[src/rtl/sha256_block_driver.sv]
// sha256_block_driver: sequencing controller and sole bus master for the
// memory-mapped SHA-256 core. Loads 16-word blocks, issues INIT/NEXT, polls
// STATUS, then streams the 8-word digest after the last block of a message.
// Optional feature: define SHA_DRV_WATCHDOG_EN to bound the WAIT state to
// WDOG_CYCLES cycles and flag a sticky err on expiry.
module sha256_block_driver #(
    parameter int unsigned WDOG_CYCLES = 100
) (
    input  logic        clk,
    input  logic        reset_n,
    input  logic        in_valid,
    output logic        in_ready,
    input  logic [31:0] in_data,
    input  logic        in_first,
    input  logic        in_last,
    output logic        out_valid,
    input  logic        out_ready,
    output logic [31:0] out_data,
    output logic        busy,
    output logic        err,
    output logic        sha_cs,
    output logic        sha_we,
    output logic [7:0]  sha_address,
    output logic [31:0] sha_write_data,
    input  logic [31:0] sha_read_data
);

    localparam int unsigned DATA_W = 32;
    localparam int unsigned ADDR_W = 8;
    localparam int unsigned IDX_W  = 4;
    localparam int unsigned DIG_W  = 3;

    localparam logic [ADDR_W-1:0] ADDR_CTRL   = 8'h08;
    localparam logic [ADDR_W-1:0] ADDR_STATUS = 8'h09;
    localparam logic [ADDR_W-1:0] ADDR_BLOCK  = 8'h10;
    localparam logic [ADDR_W-1:0] ADDR_DIGEST = 8'h20;

    localparam logic [DATA_W-1:0] CTRL_INIT = 32'h0000_0001;
    localparam logic [DATA_W-1:0] CTRL_NEXT = 32'h0000_0002;

    localparam logic [IDX_W-1:0] LAST_WORD = 4'd15;
    localparam logic [DIG_W-1:0] LAST_DIG  = 3'd7;

    typedef enum logic [1:0] {
        ST_LOAD   = 2'd0,
        ST_CMD    = 2'd1,
        ST_WAIT   = 2'd2,
        ST_DIGEST = 2'd3
    } state_t;

    state_t             state_q;
    state_t             state_d;
    logic [IDX_W-1:0]   idx_q;
    logic [DIG_W-1:0]   dig_q;
    logic               first_q;
    logic               last_q;

    logic               load_accept_c;
    logic               dig_accept_c;
    logic               core_ready_c;

    assign load_accept_c = in_valid && in_ready;
    assign dig_accept_c  = out_valid && out_ready;
    assign core_ready_c  = sha_read_data[0];

`ifdef SHA_DRV_WATCHDOG_EN
    localparam int unsigned WDOG_W = 7;
    localparam logic [WDOG_W-1:0] WDOG_LAST = WDOG_W'(WDOG_CYCLES - 1);

    logic [WDOG_W-1:0]  wdog_q;
    logic               err_q;
    logic               wdog_expire_c;

    assign wdog_expire_c = (state_q == ST_WAIT) && !core_ready_c && (wdog_q == WDOG_LAST);

    // WAIT-cycle counter and sticky timeout flag
    always_ff @(posedge clk) begin
        if (!reset_n) begin
            wdog_q <= '0;
            err_q  <= 1'b0;
        end else begin
            if (state_q == ST_WAIT) begin
                wdog_q <= wdog_q + WDOG_W'(1);
            end else begin
                wdog_q <= '0;
            end
            if (wdog_expire_c) begin
                err_q <= 1'b1;
            end
        end
    end

    assign err = err_q && reset_n;
`else
    logic [6:0] unused_wdog_cycles;
    assign unused_wdog_cycles = 7'(WDOG_CYCLES);
    assign err = 1'b0;
`endif

    // State register
    always_ff @(posedge clk) begin
        if (!reset_n) begin
            state_q <= ST_LOAD;
        end else begin
            state_q <= state_d;
        end
    end

    // Next-state decode
    always_comb begin
        state_d = state_q;
        case (state_q)
            ST_LOAD: begin
                if (load_accept_c && (idx_q == LAST_WORD)) begin
                    state_d = ST_CMD;
                end
            end
            ST_CMD: begin
                state_d = ST_WAIT;
            end
            ST_WAIT: begin
                if (core_ready_c) begin
                    state_d = last_q ? ST_DIGEST : ST_LOAD;
                end
`ifdef SHA_DRV_WATCHDOG_EN
                else if (wdog_expire_c) begin
                    state_d = ST_LOAD;
                end
`endif
            end
            ST_DIGEST: begin
                if (dig_accept_c && (dig_q == LAST_DIG)) begin
                    state_d = ST_LOAD;
                end
            end
            default: begin
                state_d = ST_LOAD;
            end
        endcase
    end

    // Word/digest indices and per-block command flags
    always_ff @(posedge clk) begin
        if (!reset_n) begin
            idx_q   <= '0;
            dig_q   <= '0;
            first_q <= 1'b0;
            last_q  <= 1'b0;
        end else begin
            if (load_accept_c) begin
                idx_q <= idx_q + IDX_W'(1);
                if (idx_q == '0) begin
                    first_q <= in_first;
                    last_q  <= in_last;
                end
            end
            if (dig_accept_c) begin
                dig_q <= dig_q + DIG_W'(1);
            end
        end
    end

    // Bus and stream outputs decoded from state; all forced low while in reset
    always_comb begin
        in_ready       = 1'b0;
        out_valid      = 1'b0;
        out_data       = '0;
        busy           = 1'b0;
        sha_cs         = 1'b0;
        sha_we         = 1'b0;
        sha_address    = '0;
        sha_write_data = '0;
        if (reset_n) begin
            case (state_q)
                ST_LOAD: begin
                    in_ready = 1'b1;
                    busy     = (idx_q != '0);
                    if (in_valid) begin
                        sha_cs         = 1'b1;
                        sha_we         = 1'b1;
                        sha_address    = ADDR_BLOCK + ADDR_W'(idx_q);
                        sha_write_data = in_data;
                    end
                end
                ST_CMD: begin
                    busy           = 1'b1;
                    sha_cs         = 1'b1;
                    sha_we         = 1'b1;
                    sha_address    = ADDR_CTRL;
                    sha_write_data = first_q ? CTRL_INIT : CTRL_NEXT;
                end
                ST_WAIT: begin
                    busy        = 1'b1;
                    sha_cs      = 1'b1;
                    sha_address = ADDR_STATUS;
                end
                ST_DIGEST: begin
                    busy        = 1'b1;
                    sha_cs      = 1'b1;
                    sha_address = ADDR_DIGEST + ADDR_W'(dig_q);
                    out_valid   = 1'b1;
                    out_data    = sha_read_data;
                end
                default: begin
                    busy = 1'b0;
                end
            endcase
        end
    end

endmodule

[config.mk]
export PLATFORM = sky130hd
export DESIGN_NAME = sha256_block_driver
export DESIGN_NICKNAME = d
export VERILOG_FILES = /design/src/rtl/sha256_block_driver.sv
export SDC_FILE = /design/constraint.sdc
export NUM_CORES = 1
export LEC_CHECK = 0
export CAP_MARGIN = 20
export CORE_ASPECT_RATIO = 1.75
export CORE_MARGIN = 3
export CORE_UTILIZATION = 29
export CTS_CLUSTER_DIAMETER = 200
export DETAILED_ROUTE_END_ITERATION = 16
export GPL_TIMING_DRIVEN = 0
export PLACE_DENSITY = 0.87
export SLEW_MARGIN = 20
export SYNTH_ARGS = -nofsm -noshare
export SYNTH_HDL_FRONTEND = slang
export SYNTH_SLANG_ARGS = --single-unit
[constraint.sdc]
create_clock -name clk -period 2.66 [get_ports clk]
set_clock_uncertainty 0.1 [all_clocks]
set_input_delay 0.266 -clock clk [delete_from_list [all_inputs] [get_ports clk]]
set_output_delay 0.266 -clock clk [all_outputs]
set_load 0.05 [all_outputs]
Yosys cells after proc, flatten, opt, wreduce, memory -nomap -nowiden --
Cells that the tools add are included.
Cells by class: add/subtract/negate cells 4, eq/ne operators 8, mux-type cells 25, reductions and logical operators 10
Operators with widths (count):
- 32-bit 2-to-1 mux | 4
- 32-bit one-hot mux with 2 select lines | 1
- 8-bit one-hot mux with 4 select lines | 1
- 2-bit 2-to-1 mux | 5
- 1-bit 2-to-1 mux | 8
- 8-bit 2-to-1 mux | 1
- 2-bit one-hot mux with 4 select lines | 1
- 6-bit by 3-bit adder with 7-bit output, first input constant | 1
- 5-bit by 4-bit adder with 6-bit output, first input constant | 1
- 6-bit 2-to-1 mux | 1
- 2-bit inequality test, second input constant | 3
- 1-bit one-hot mux with 2 select lines | 3
- 4-bit by 1-bit adder with 4-bit output, second input constant | 1
- 2-bit equality test, second input constant | 2
- 4-bit equality test, second input constant | 1
- 1-bit logical AND | 4
- 4-bit zero test | 1
- 4-bit nonzero test | 1
- 3-bit by 1-bit adder with 3-bit output, second input constant | 1
- 3-bit equality test, second input constant | 1
- 3-bit AND reduction | 1
- 3-bit OR reduction | 1
- 2-bit by 1-bit equality test with 1-bit output, second input constant | 1
- 2-bit zero test | 1
- 2-bit AND reduction | 1
Word-level totals: flip-flop bits (word level) 11, bits of input ports 70, logic and storage cells 52

Logic depth before layout (Yosys ltp) --
word-level depth 7, mapped depth 7, depth with buffers taken out 6

Worst setup path after synthesis --
No wires, ideal clock.
path type reg2out, from register state_q[0], to output sha_address[3], arrival 2.068 ns, setup slack 0.226 ns, stages on the path, launching flop included 6, buffers on the path 1, cell sequence dfxtp_1 > inv_1 > ha_1 > clkbuf_1 > nand3_1 > a21boi_0
Between the ends: longest elaborated chain between the ends 3, elaborated cells between the ends (all ways) 6, those cells by class eq/ne (3); mux (2); reduce/logical (1)
Ends and longest elaborated chain:
- start, declared | line 51 | state_t state_q;
- start signal, assigned | line 105 | state_q <= state_d;
- 2-bit equality test, or another cell as far along | line 174 | case (state_q)
- 8-bit one-hot mux with 4 select lines * | line 174
- 8-bit 2-to-1 mux * | line 173 | if (reset_n) begin
- end, declared | line 23 | output logic [7:0] sha_address,
Every way passes the cells marked *; elsewhere a longest branch is shown, timed or not. The select of a mux whose other input is x is not followed.

Worst setup path after layout --
from register state_q[0], to output sha_write_data[7]
Between the ends: longest elaborated chain between the ends 3, elaborated cells between the ends (all ways) 4, those cells by class eq/ne (1); mux (2); reduce/logical (1)
Ends and longest elaborated chain:
- 2-bit by 1-bit equality test with 1-bit output or 2-bit zero test (tied branches) | line 174
- 32-bit one-hot mux with 2 select lines * | line 174
- 32-bit 2-to-1 mux * | line 173
- end, declared | line 24 | output logic [31:0] sha_write_data,
Every way passes the cells marked *; elsewhere a longest branch is shown, timed or not.

==> impl_results.md <==
* Count of final max-slew check failures at 0
* Fmax at about 0.40 GHz
* Synth area leader: and2_1
* Die X at 55.9 µm
* CP Data Required Time at around 2.3 ns
* RSZ-0062 raised after global routing: false
* Post-synthesis xor/xnor area fraction at 0.0208
* Post-DP HPWL at roughly 4600 µm
* Flop pwr share at 0.273
* Max-Cap Viols at 0
* PortBufs at approximately 140
* Maximum VDD drop at roughly 200 µV
* WHS at around 0.38 ns
* CP max stage cell: clkdlybuf4s15_1
* Largest cells by area after synthesis: and2_1 19%, dfxtp_1 17%, and3_1 17%, ha_1 8.9%, nand3_1 5.6%
* Adder-Cell Fraction of Synth Area at 0.0893
* WHS Endpoint: last_q$_SDFFE_PN0P_
* Worst hold path depth at 2
* EDFF count, synth at 0
* Slew @ Worst Pin at around 0.53 ns
* Area grow syn2layout at 111%
* Syn. warnings at 0
* Mux contribution to synthesized area at 0
* CP cell instances: inv_1 -> ha_1 -> and3_1 -> buf_4 -> buf_2 -> and2_1 -> clkdlybuf4s15_1
* Post-Syn Area at ~1300 µm²
* Area fraction in and, or, nand and nor cells after synthesis at 0.498
* P_int at 0.416 mW
* Synth Register Bits at 11
* Final WL at 5230 µm
* Initial antenna violation count at 0
* Reg2reg path depth at 7
* Gate Count Post-Synth at 178
* Syn_area_per_cell at between 7 and 8 µm²
* CTS Buf Count at 3
* Final Hold Fails at 0
* Crit start category: flop
* Row count at 31
* Clock transition at path regs at approximately 0.05 ns
* Post-synth top cells: 39 x and2_1, 35 x and3_1, 14 x nand3_1
* Hold Buf Count CTS at 0
* Global-route wire length before repair at about 8400 µm
* Avg WL per Cell at approximately 14 µm
* Largest net degree at the start of global routing at 11
* Initial core utilization at 0.304
* CP peak stage delay at a little under 0.5 ns
* Antenna-violating nets left at 0
* CTS H-tree lvls at 1
* Post-synthesis compound-gate area fraction at 0.117
* Combinational Power Share at 0.464
* # fillers at 399
* Aggregate global-route resource usage at 0.196
* Ys async rst share at 0
* Predominant post-synthesis flop cell: dfxtp_1
* Hold path startpoint: last_q$_SDFFE_PN0P_
* CTS tree: built
* Final Util at 0.642
* Reg2reg end: idx_q[2]$_SDFFE_PN0P_
* ANT cells at 0
* Via count at 1,753
* GRT overflow at 0
* Register area share after synthesis at 0.175
* Vias/cell at about 4.6
* Synth unique cells at 27
* Vias in the first global route at ~1,800
* Critical path class: reg2out
* Largest family of logic cells by synthesized area: simple AND/OR/NAND/NOR gates
* Psw at 0.224 mW
* Ports at around 150
* Worst EP arrival at approximately 2.2 ns
* CP Max Fanout at 10
* Clock Latency Late Sink at 0.24 ns
* # DRC at 0
* DIE AREA at 5210 µm²
* Final Cycle Share at 0.948
* Outcome: finished clean
* Post-layout nets at approximately 410
* Reg2Reg Launch Point: state_q[0]$_SDFFE_PN0P_
* Element type at the critical path end: output pin
* Hold Crit Class: reg2reg
* R2R setup slack at 1.00 ns
* RePlAce Congestion at ~0.82
* Post-synth top area share at 0.193
* DRT Pass-1 Iters at 4
* Core ar. at 4150 µm²
* P_leak at about 1.5 nW
* Max_slew headroom at 0.645
* Top-count cell post-synth: and2_1
* Die height at roughly 93 µm
* Pwr/cell area at between 200 and 250 nW/µm²
* Share of layout cells above drive strength 1 at 0.122
* Max clock buf depth at 2
* Final min period at ~2.5 ns
* Clk sinks at 11
* DR iter-0 viols at 25
* Switching share of power at 0.350
* # setup viols final at 0
* Clk pwr share at 0.263
* CTS root buf: clkbuf_8
final cells by class:
type	count	area (µm²)	area share
repair buffers	144	1290	0.484
well taps	49	61.3	0.0230
flip-flops and latches	11	220	0.0826
inverters	6	22.5	0.00845
multi-input cells	144	926	0.347
plain buffers	19	100	0.0376
clock buffers	4	45.0	0.0169
critical path, delay by kind of cell, from the launching register on:
| family | cells | cell delay [ns] |
|---|---|---|
| buf+inv | 4 | 0.91 |
| flops | 1 | 0.34 |
| simple gates | 2 | 0.34 |
| fa+ha+maj | 1 | 0.32 |
flip-flops by register name, indices dropped and copies added, names as in the netlist:
name and flops:
idx_q 4, state_q 2, dig_q 3, first_q 1
last_q 1
worst max path at each step:
stage | from | to | slack [ns]
floorplan | state_q[0]$_SDFFE_PN0P_ | sha_address[3] | 0.23
global route | state_q[1]$_SDFFE_PN0P_ | sha_write_data[16] | 0.002
detailed placement | reset_n | out_valid | -0.13
CTS | reset_n | busy | 0.01
finish | state_q[0]$_SDFFE_PN0P_ | sha_write_data[7] | 0.14
global placement | reset_n | out_valid | -0.13
cell usage in the layout, fill, tap and decap left out, drive strengths merged:
| cell type | synthesis | routed |
|---|---|---|
| clkdlybuf4s50 | 0 | 69 |
| and2 | 39 | 39 |
| dlygate4sd2 | 0 | 37 |
| clkbuf | 9 | 37 |
| and3 | 36 | 36 |
| nand3 | 14 | 14 |
| nand2 | 14 | 14 |
| dfxtp | 11 | 11 |
| a21boi | 10 | 10 |
| buf | 10 | 10 |
| ha | 9 | 9 |
| clkdlybuf4s15 | 0 | 8 |
| inv | 6 | 6 |
| o21ai | 6 | 6 |
| dlymetal6s2s | 0 | 6 |
| xnor2 | 3 | 3 |
| conb | 1 | 3 |
| nand2b | 2 | 2 |
| a21oi | 1 | 1 |
| a32oi | 1 | 1 |
| nor2b | 1 | 1 |
| a21o | 1 | 1 |
| nor3b | 1 | 1 |
| o221a | 1 | 1 |
| a32o | 1 | 1 |
| or3 | 1 | 1 |
routing by layer:
layer / vias to the layer above / track usage / routed length [µm]
met3: 7 / 0.0345 / 351
met1: 765 / 0.204 / 1870
met2: 92 / 0.398 / 2940
met4: 0 / 0.0356 / 74
li1: 889 / - / -
met5: - / 0 / 0
power groups by stage:
stage	clock network (mW)	registers, mW	logic, mW
after detailed placement	0	0.178	0.317
after global routing	0.178	0.176	0.318
final	0.168	0.175	0.297
after global placement	0	0.178	0.313
after floorplan	0	0.177	0.157
after CTS	0.170	0.175	0.302
logic make-up (layout without fill, tap and decap cells):
logic type      after synthesis  count (layout)
simple gates                108             108
flops                        11              11
compound gates               21              21
xor+xnor                      3               3
buf+inv                      25             173
fa+ha+maj                     9               9
other cells                   1               3
stage by stage:
step / TNS, ns / setup WS, ns / power [mW] / cell area, µm² / cells
2_1_floorplan: 0 / 0.226 / 0.333 / 1270 / 180
3_3_place_gp: -2.80 / -0.126 / 0.491 / 2770 / 373
3_5_place_dp: -3.53 / -0.127 / 0.495 / 2770 / 373
4_1_cts: 0 / 0.0118 / 0.647 / 2730 / 377
5_1_grt: 0 / 0.00237 / 0.672 / 2670 / 377
6_report: 0 / 0.137 / 0.640 / 2670 / 377
repair_timing:
action / in CTS / in global routing
buffers inserted: 0 / 0
setup endpoints to repair: 69 / 38
gates resized for setup: 69 / 62
gates cloned: 0 / 0
Note: power is estimated with default switching activity, not from simulation.
